$ cat config.mk
export PLATFORM = sky130hd
export DESIGN_NAME = mux4_rr_arbiter
export DESIGN_NICKNAME = d
export VERILOG_FILES = /design/src/rtl/mux4_rr_arbiter.sv
export SDC_FILE = /design/constraint.sdc
export NUM_CORES = 1
export LEC_CHECK = 0
export CAP_MARGIN = 25
export CORE_UTILIZATION = 26
export DETAILED_ROUTE_END_ITERATION = 10
export GPL_ROUTABILITY_DRIVEN = 0
export PLACE_DENSITY = 0.83
export SLEW_MARGIN = 15
export SYNTH_ARGS = -nofsm -noshare
export SYNTH_HDL_FRONTEND = slang
export SYNTH_HIERARCHICAL = 1
export SYNTH_SLANG_ARGS = --single-unit
$ cat constraint.sdc
create_clock -name clk -period 2.5 [get_ports clk]
set_clock_uncertainty 0.1 [all_clocks]
set_input_delay 0.625 -clock clk [delete_from_list [all_inputs] [get_ports clk]]
set_output_delay 0.625 -clock clk [all_outputs]
set_load 0.05 [all_outputs]
$ cat src/rtl/mux4_rr_arbiter.sv
// ---------------------------------------------------------------------------
// mux4 / mux4_rr_arbiter
//
// Purpose:
//   Round-robin arbiter that shares one DBITS-wide output channel among four
//   requesters. A plain 4:1 mux (mux4) carries the data. The arbiter drives
//   the mux select and runs the valid/ready handshake on both the requester
//   side and the downstream side. A requester that holds its lock bit keeps
//   the grant for up to MAX_BURST beats.
//
// Ports (mux4_rr_arbiter):
//   clk        in   1      rising-edge clock
//   reset      in   1      asynchronous, active-high reset
//   req_valid  in   4      per-requester valid (bit i = requester i)
//   req_lock   in   4      requester i wants to keep the grant after this beat
//   req_data0  in   DBITS  requester 0 data
//   req_data1  in   DBITS  requester 1 data
//   req_data2  in   DBITS  requester 2 data
//   req_data3  in   DBITS  requester 3 data
//   req_ready  out  4      one-hot (or zero) ready back to the requesters
//   out_valid  out  1      downstream valid
//   out_ready  in   1      downstream ready
//   out_data   out  DBITS  data of the selected requester
//   out_src    out  2      index of the granted requester (equals sel)
//   busy       out  1      high while a grant is active (XFER)
// ---------------------------------------------------------------------------

// Plain 4:1 multiplexer. Select value 0 picks in1, value 3 picks in4.
module mux4 #(
  parameter int W = 32
) (
  input  logic [1:0]   sel,
  input  logic [W-1:0] in1,
  input  logic [W-1:0] in2,
  input  logic [W-1:0] in3,
  input  logic [W-1:0] in4,
  output logic [W-1:0] y
);

  always_comb begin
    unique case (sel)
      2'd0:    y = in1;
      2'd1:    y = in2;
      2'd2:    y = in3;
      default: y = in4;
    endcase
  end

endmodule

module mux4_rr_arbiter #(
  parameter int DBITS     = 32,
  parameter int MAX_BURST = 4
) (
  input  logic             clk,
  input  logic             reset,
  input  logic [3:0]       req_valid,
  input  logic [3:0]       req_lock,
  input  logic [DBITS-1:0] req_data0,
  input  logic [DBITS-1:0] req_data1,
  input  logic [DBITS-1:0] req_data2,
  input  logic [DBITS-1:0] req_data3,
  output logic [3:0]       req_ready,
  output logic             out_valid,
  input  logic             out_ready,
  output logic [DBITS-1:0] out_data,
  output logic [1:0]       out_src,
  output logic             busy
);

  // One extra bit lets the counter reach MAX_BURST on the final beat
  // without wrapping.
  localparam int CW = $clog2(MAX_BURST) + 1;
  localparam logic [CW-1:0] LAST_BEAT = CW'(MAX_BURST - 1);

  typedef enum logic {
    IDLE = 1'b0,
    XFER = 1'b1
  } state_t;

  state_t        state, state_next;
  logic [1:0]    sel, sel_next;
  logic [1:0]    last, last_next;
  logic [CW-1:0] beat_cnt, beat_cnt_next;
  logic          beat;

  // Round-robin pick: first set bit scanning last+1, last+2, ... (mod 4).
  // The loop runs from the farthest candidate to the nearest, so the nearest
  // valid requester overwrites the result last and wins.
  function automatic logic [1:0] rr_pick(input logic [3:0] valid,
                                         input logic [1:0] prev);
    logic [1:0] idx;
    rr_pick = prev;
    for (int k = 4; k >= 1; k--) begin
      idx = prev + 2'(k);
      if (valid[idx]) rr_pick = idx;
    end
  endfunction

  mux4 #(.W(DBITS)) u_mux (
    .sel (sel),
    .in1 (req_data0),
    .in2 (req_data1),
    .in3 (req_data2),
    .in4 (req_data3),
    .y   (out_data)
  );

  assign beat = out_valid & out_ready;

  // State register. Reset leaves last at 3 so requester 0 is scanned first.
  always_ff @(posedge clk or posedge reset) begin
    if (reset) begin
      state    <= IDLE;
      sel      <= 2'd0;
      last     <= 2'd3;
      beat_cnt <= '0;
    end else begin
      state    <= state_next;
      sel      <= sel_next;
      last     <= last_next;
      beat_cnt <= beat_cnt_next;
    end
  end

  // Next-state logic. A grant ends when the granted requester drops valid,
  // or when a beat completes without lock, or on the last allowed burst beat.
  // A stalled beat (valid high, ready low) holds everything.
  always_comb begin
    state_next    = state;
    sel_next      = sel;
    last_next     = last;
    beat_cnt_next = beat_cnt;
    unique case (state)
      IDLE: begin
        if (req_valid != 4'b0000) begin
          sel_next      = rr_pick(req_valid, last);
          beat_cnt_next = '0;
          state_next    = XFER;
        end
      end
      XFER: begin
        if (!req_valid[sel]) begin
          last_next  = sel;
          state_next = IDLE;
        end else if (out_ready) begin
          beat_cnt_next = beat_cnt + 1'b1;
          if (!req_lock[sel] || beat_cnt == LAST_BEAT) begin
            last_next  = sel;
            state_next = IDLE;
          end
        end
      end
      default: state_next = IDLE;
    endcase
  end

  // Output logic. The ready and valid paths are combinational through the
  // granted index, so a stalled beat completes in the cycle ready rises.
  always_comb begin
    req_ready = 4'b0000;
    out_valid = 1'b0;
    busy      = 1'b0;
    if (state == XFER) begin
      busy           = 1'b1;
      out_valid      = req_valid[sel];
      req_ready[sel] = out_ready;
    end
  end

  assign out_src = sel;

endmodule

==> impl_metrics.env <==
export IMPL_fp_dieW_um=74.6
export IMPL_die_y_um=74.6
export IMPL_cts_tree="done"
export IMPL_path_buf_inv=2
export IMPL_end_kind="output port"
export IMPL_netlist_area_sq_mm=0.00137
export IMPL_core_area_sq_mm=0.00511
export IMPL_grt_use_total_pct=21.0
export IMPL_cts_max_path_buffers=2
export IMPL_ys_ff_latch=8
export IMPL_core_rowCount=26
export IMPL_cp_slowest_stage_delay_ps=500
export IMPL_crit_arrival_ps=1760
export IMPL_crit_family="buffers and inverters"
export IMPL_num_vias=1705
export IMPL_num_nets_final=424
export IMPL_cp_required_ps=1770
export IMPL_cts_htree_levels=1
export IMPL_max_cap_violations=0
export IMPL_syn_to_final_growth_pct=140
export IMPL_cts_clk_slew_worst_paths_ps=40
export IMPL_ys_seq_area_share_pct=14.8
export IMPL_reg2reg_slack_ps=590
export IMPL_finalMaxSlewViolations=0
export IMPL_fmax_mhz=402
export IMPL_cts_root_buffer="clkbuf_8"
export IMPL_wl_mm=6.13
export IMPL_io_buffer_count=178
export IMPL_ys_warn_count=6
export IMPL_crit_slowest_cell="mux4_2"
export IMPL_drt_pass1_iterations=5
export IMPL_leakagePower_uw=0.00129
export IMPL_grt_pass1_wl_mm=8.60
export IMPL_grt_pass1_vias=1676
export IMPL_grt_ovfl_total=0
export IMPL_cp_cell_sequence="clkdlybuf4s50_1 > mux4_2 > buf_6"
export IMPL_p_total_uw=3750
export IMPL_insertion_delay_ps=230
export IMPL_avgSynthCellArea_sq_um=14.0
export IMPL_crit_start="req_data2[3]"
export IMPL_fill_cells=420
export IMPL_setup_tns_ps=0
export IMPL_io_pins=179
export IMPL_hpwl_mm=5.33
export IMPL_via_per_inst=4.84
export IMPL_worst_pin_slew_ps=489
export IMPL_hold_class="flop to flop"
export IMPL_syn_inst=98
export IMPL_die_area_sq_mm=0.00557
export IMPL_yosysUniqueCellTypes=28
export IMPL_antennaDiodeCount=0
export IMPL_hold_start="beat_cnt[2]$_DFFE_PP0P_"
export IMPL_timing_rr_start="out_src[0]$_DFFE_PP0P_"
export IMPL_drtIter0Drc=50
export IMPL_wl_per_cell_um=17.4
export IMPL_cts_num_sinks=8
export IMPL_start_util_pct=26.8
export IMPL_timing_setup_critical_path_class="primary input to output port"
export IMPL_min_period_over_period_pct=99.4
export IMPL_status="complete, no violations"
export IMPL_final_hold_viol_count=0
export IMPL_grt_max_degree=22
export IMPL_antenna_found_initial=1
export IMPL_final_setup_viol_count=0
export IMPL_period_minus_slack_ps=2480
export IMPL_syn_nets=239
export IMPL_ant_nets=0
export IMPL_rsz0062_at_grt="no"
export IMPL_cts_resized=7
export IMPL_hold_buffers=0
export IMPL_cp_max_fo=1
export IMPL_power_density_mw_per_mm2=1140
export IMPL_cts_buffers=3
export IMPL_startpoint_type="primary input"
export IMPL_post_cts_buffers=0
export IMPL_route_detailed_drc=0
export IMPL_ir_drop_v=0.000858
export IMPL_slew_limit_headroom_pct=67.3
export IMPL_drive_gt1_share_pct=35.1
-- registers in the layout (all words and copies together), names as in the netlist --
| signal | cells |
|---|---|
| last | 2 |
| state | 1 |
| out_src | 2 |
| beat_cnt | 3 |
-- tightest hold or removal path: stages (launching register included) --
cell and delay [ps]:
dfrtp_1 340, nand3_1 60, o21ai_0 70
-- report_power, final --
part           switching (uW)  internal [uW]
combinational            1880           1410
clock                    48.1            110
sequential               94.9            201
-- through the flow --
| step | util (%) | cells | cell area (sq um) | hold slack [ps] | setup slack (ps) |
|---|---|---|---|---|---|
| after detailed placement | 63.4 | 348 | 3240 | 401 | -150 |
| final | 64.4 | 352 | 3290 | 407 | 15.2 |
| after global routing | 64.4 | 352 | 3290 | 447 | 7.37 |
| after CTS | 64.3 | 352 | 3290 | 410 | 1.03 |
| after global placement | 63.4 | 348 | 3240 | 381 | -138 |
| after floorplan | - | 98 | 1380 | 339 | -17.9 |
-- cell usage after synthesis --
| cell type | n | area (sq um) |
|---|---|---|
| mux4_2 | 31 | 698 |
| inv_1 | 7 | 26.3 |
| dfrtp_1 | 6 | 150 |
| nand2_1 | 5 | 18.8 |
| nand3_1 | 5 | 25.0 |
| o21ai_0 | 5 | 25.0 |
| nor2_1 | 4 | 15.0 |
| buf_12 | 3 | 60.1 |
| buf_2 | 3 | 15.0 |
| mux2i_1 | 3 | 30.0 |
| nor3_1 | 3 | 15.0 |
| buf_6 | 2 | 22.5 |
| dfstp_2 | 2 | 52.6 |
| ha_1 | 2 | 25.0 |
| mux2_2 | 2 | 22.5 |
| mux4_1 | 2 | 52.6 |
| nand2b_1 | 2 | 12.5 |
| a211oi_1 | 1 | 7.51 |
| a21o_2 | 1 | 8.76 |
| a21oi_1 | 1 | 5.00 |
| a21oi_2 | 1 | 8.76 |
| a221oi_1 | 1 | 8.76 |
| a31oi_1 | 1 | 6.26 |
| and2_2 | 1 | 7.51 |
| clkbuf_1 | 1 | 3.75 |
| o221ai_2 | 1 | 15.0 |
| o41ai_4 | 1 | 27.5 |
| or2_2 | 1 | 6.26 |
-- layout make-up --
class / count / area [sq um] / share of cell area (%)
clock buffer: 4 / 45.0 / 1.37
inverter: 7 / 26.3 / 0.799
multi-input combinational: 74 / 1050 / 31.9
sequential: 8 / 205 / 6.24
tap: 70 / 87.6 / 2.66
timing repair buffer: 189 / 1880 / 57.1
-- worst paths after layout --
kind / endpoint / depth (start not counted)
max: out_data[3] / 3
min: beat_cnt[2]$_DFFE_PP0P_ / 2
max reg2reg: last[0]$_DFFE_PP1P_ / 5
min reg2reg: beat_cnt[2]$_DFFE_PP0P_ / 2
max in group asynchronous: last[0]$_DFFE_PP1P_ / 2
min in group asynchronous: beat_cnt[2]$_DFFE_PP0P_ / 2
-- kinds of logic (layout without fill, tap and decap cells) --
family                   after synthesis  count (layout)  share of synthesized area [%]
AO/OA/AOI/OAI                         13              13                           8.21
adder cells (fa/ha/maj)                2               2                           1.82
buffers and inverters                 16             200                           9.31
flip-flops                             8               8                           14.8
multiplexers                          38              38                           58.6
AND/OR/NAND/NOR                       21              21                           7.30
-- placed cells by master (no fill, tap or decap), types with 2 or more instances in the layout --
cell and instances:
buf_12 8, nor3_2 2, dlygate4sd2_1 4, clkdlybuf4s50_1 135, mux4_2 32, mux2i_1 3, inv_1 7, mux2_2 2
dfrtp_2 2, nand2b_1 2, o21ai_0 5, ha_1 2, dfstp_2 2, nand2_1 5, buf_4 39, dfrtp_1 4
clkbuf_8 3, nor2_1 4, nand3_1 5, buf_6 2
-- metal layers --
layer	up-vias	share of wire, %	global-route usage (%)
li1	783	-	-
met1	825	34	22.7
met2	83	56	40.9
met3	12	8.0	4.69
met4	2	2.0	5.66
met5	-	0.21	0
Power figures use the tool's default switching activity.
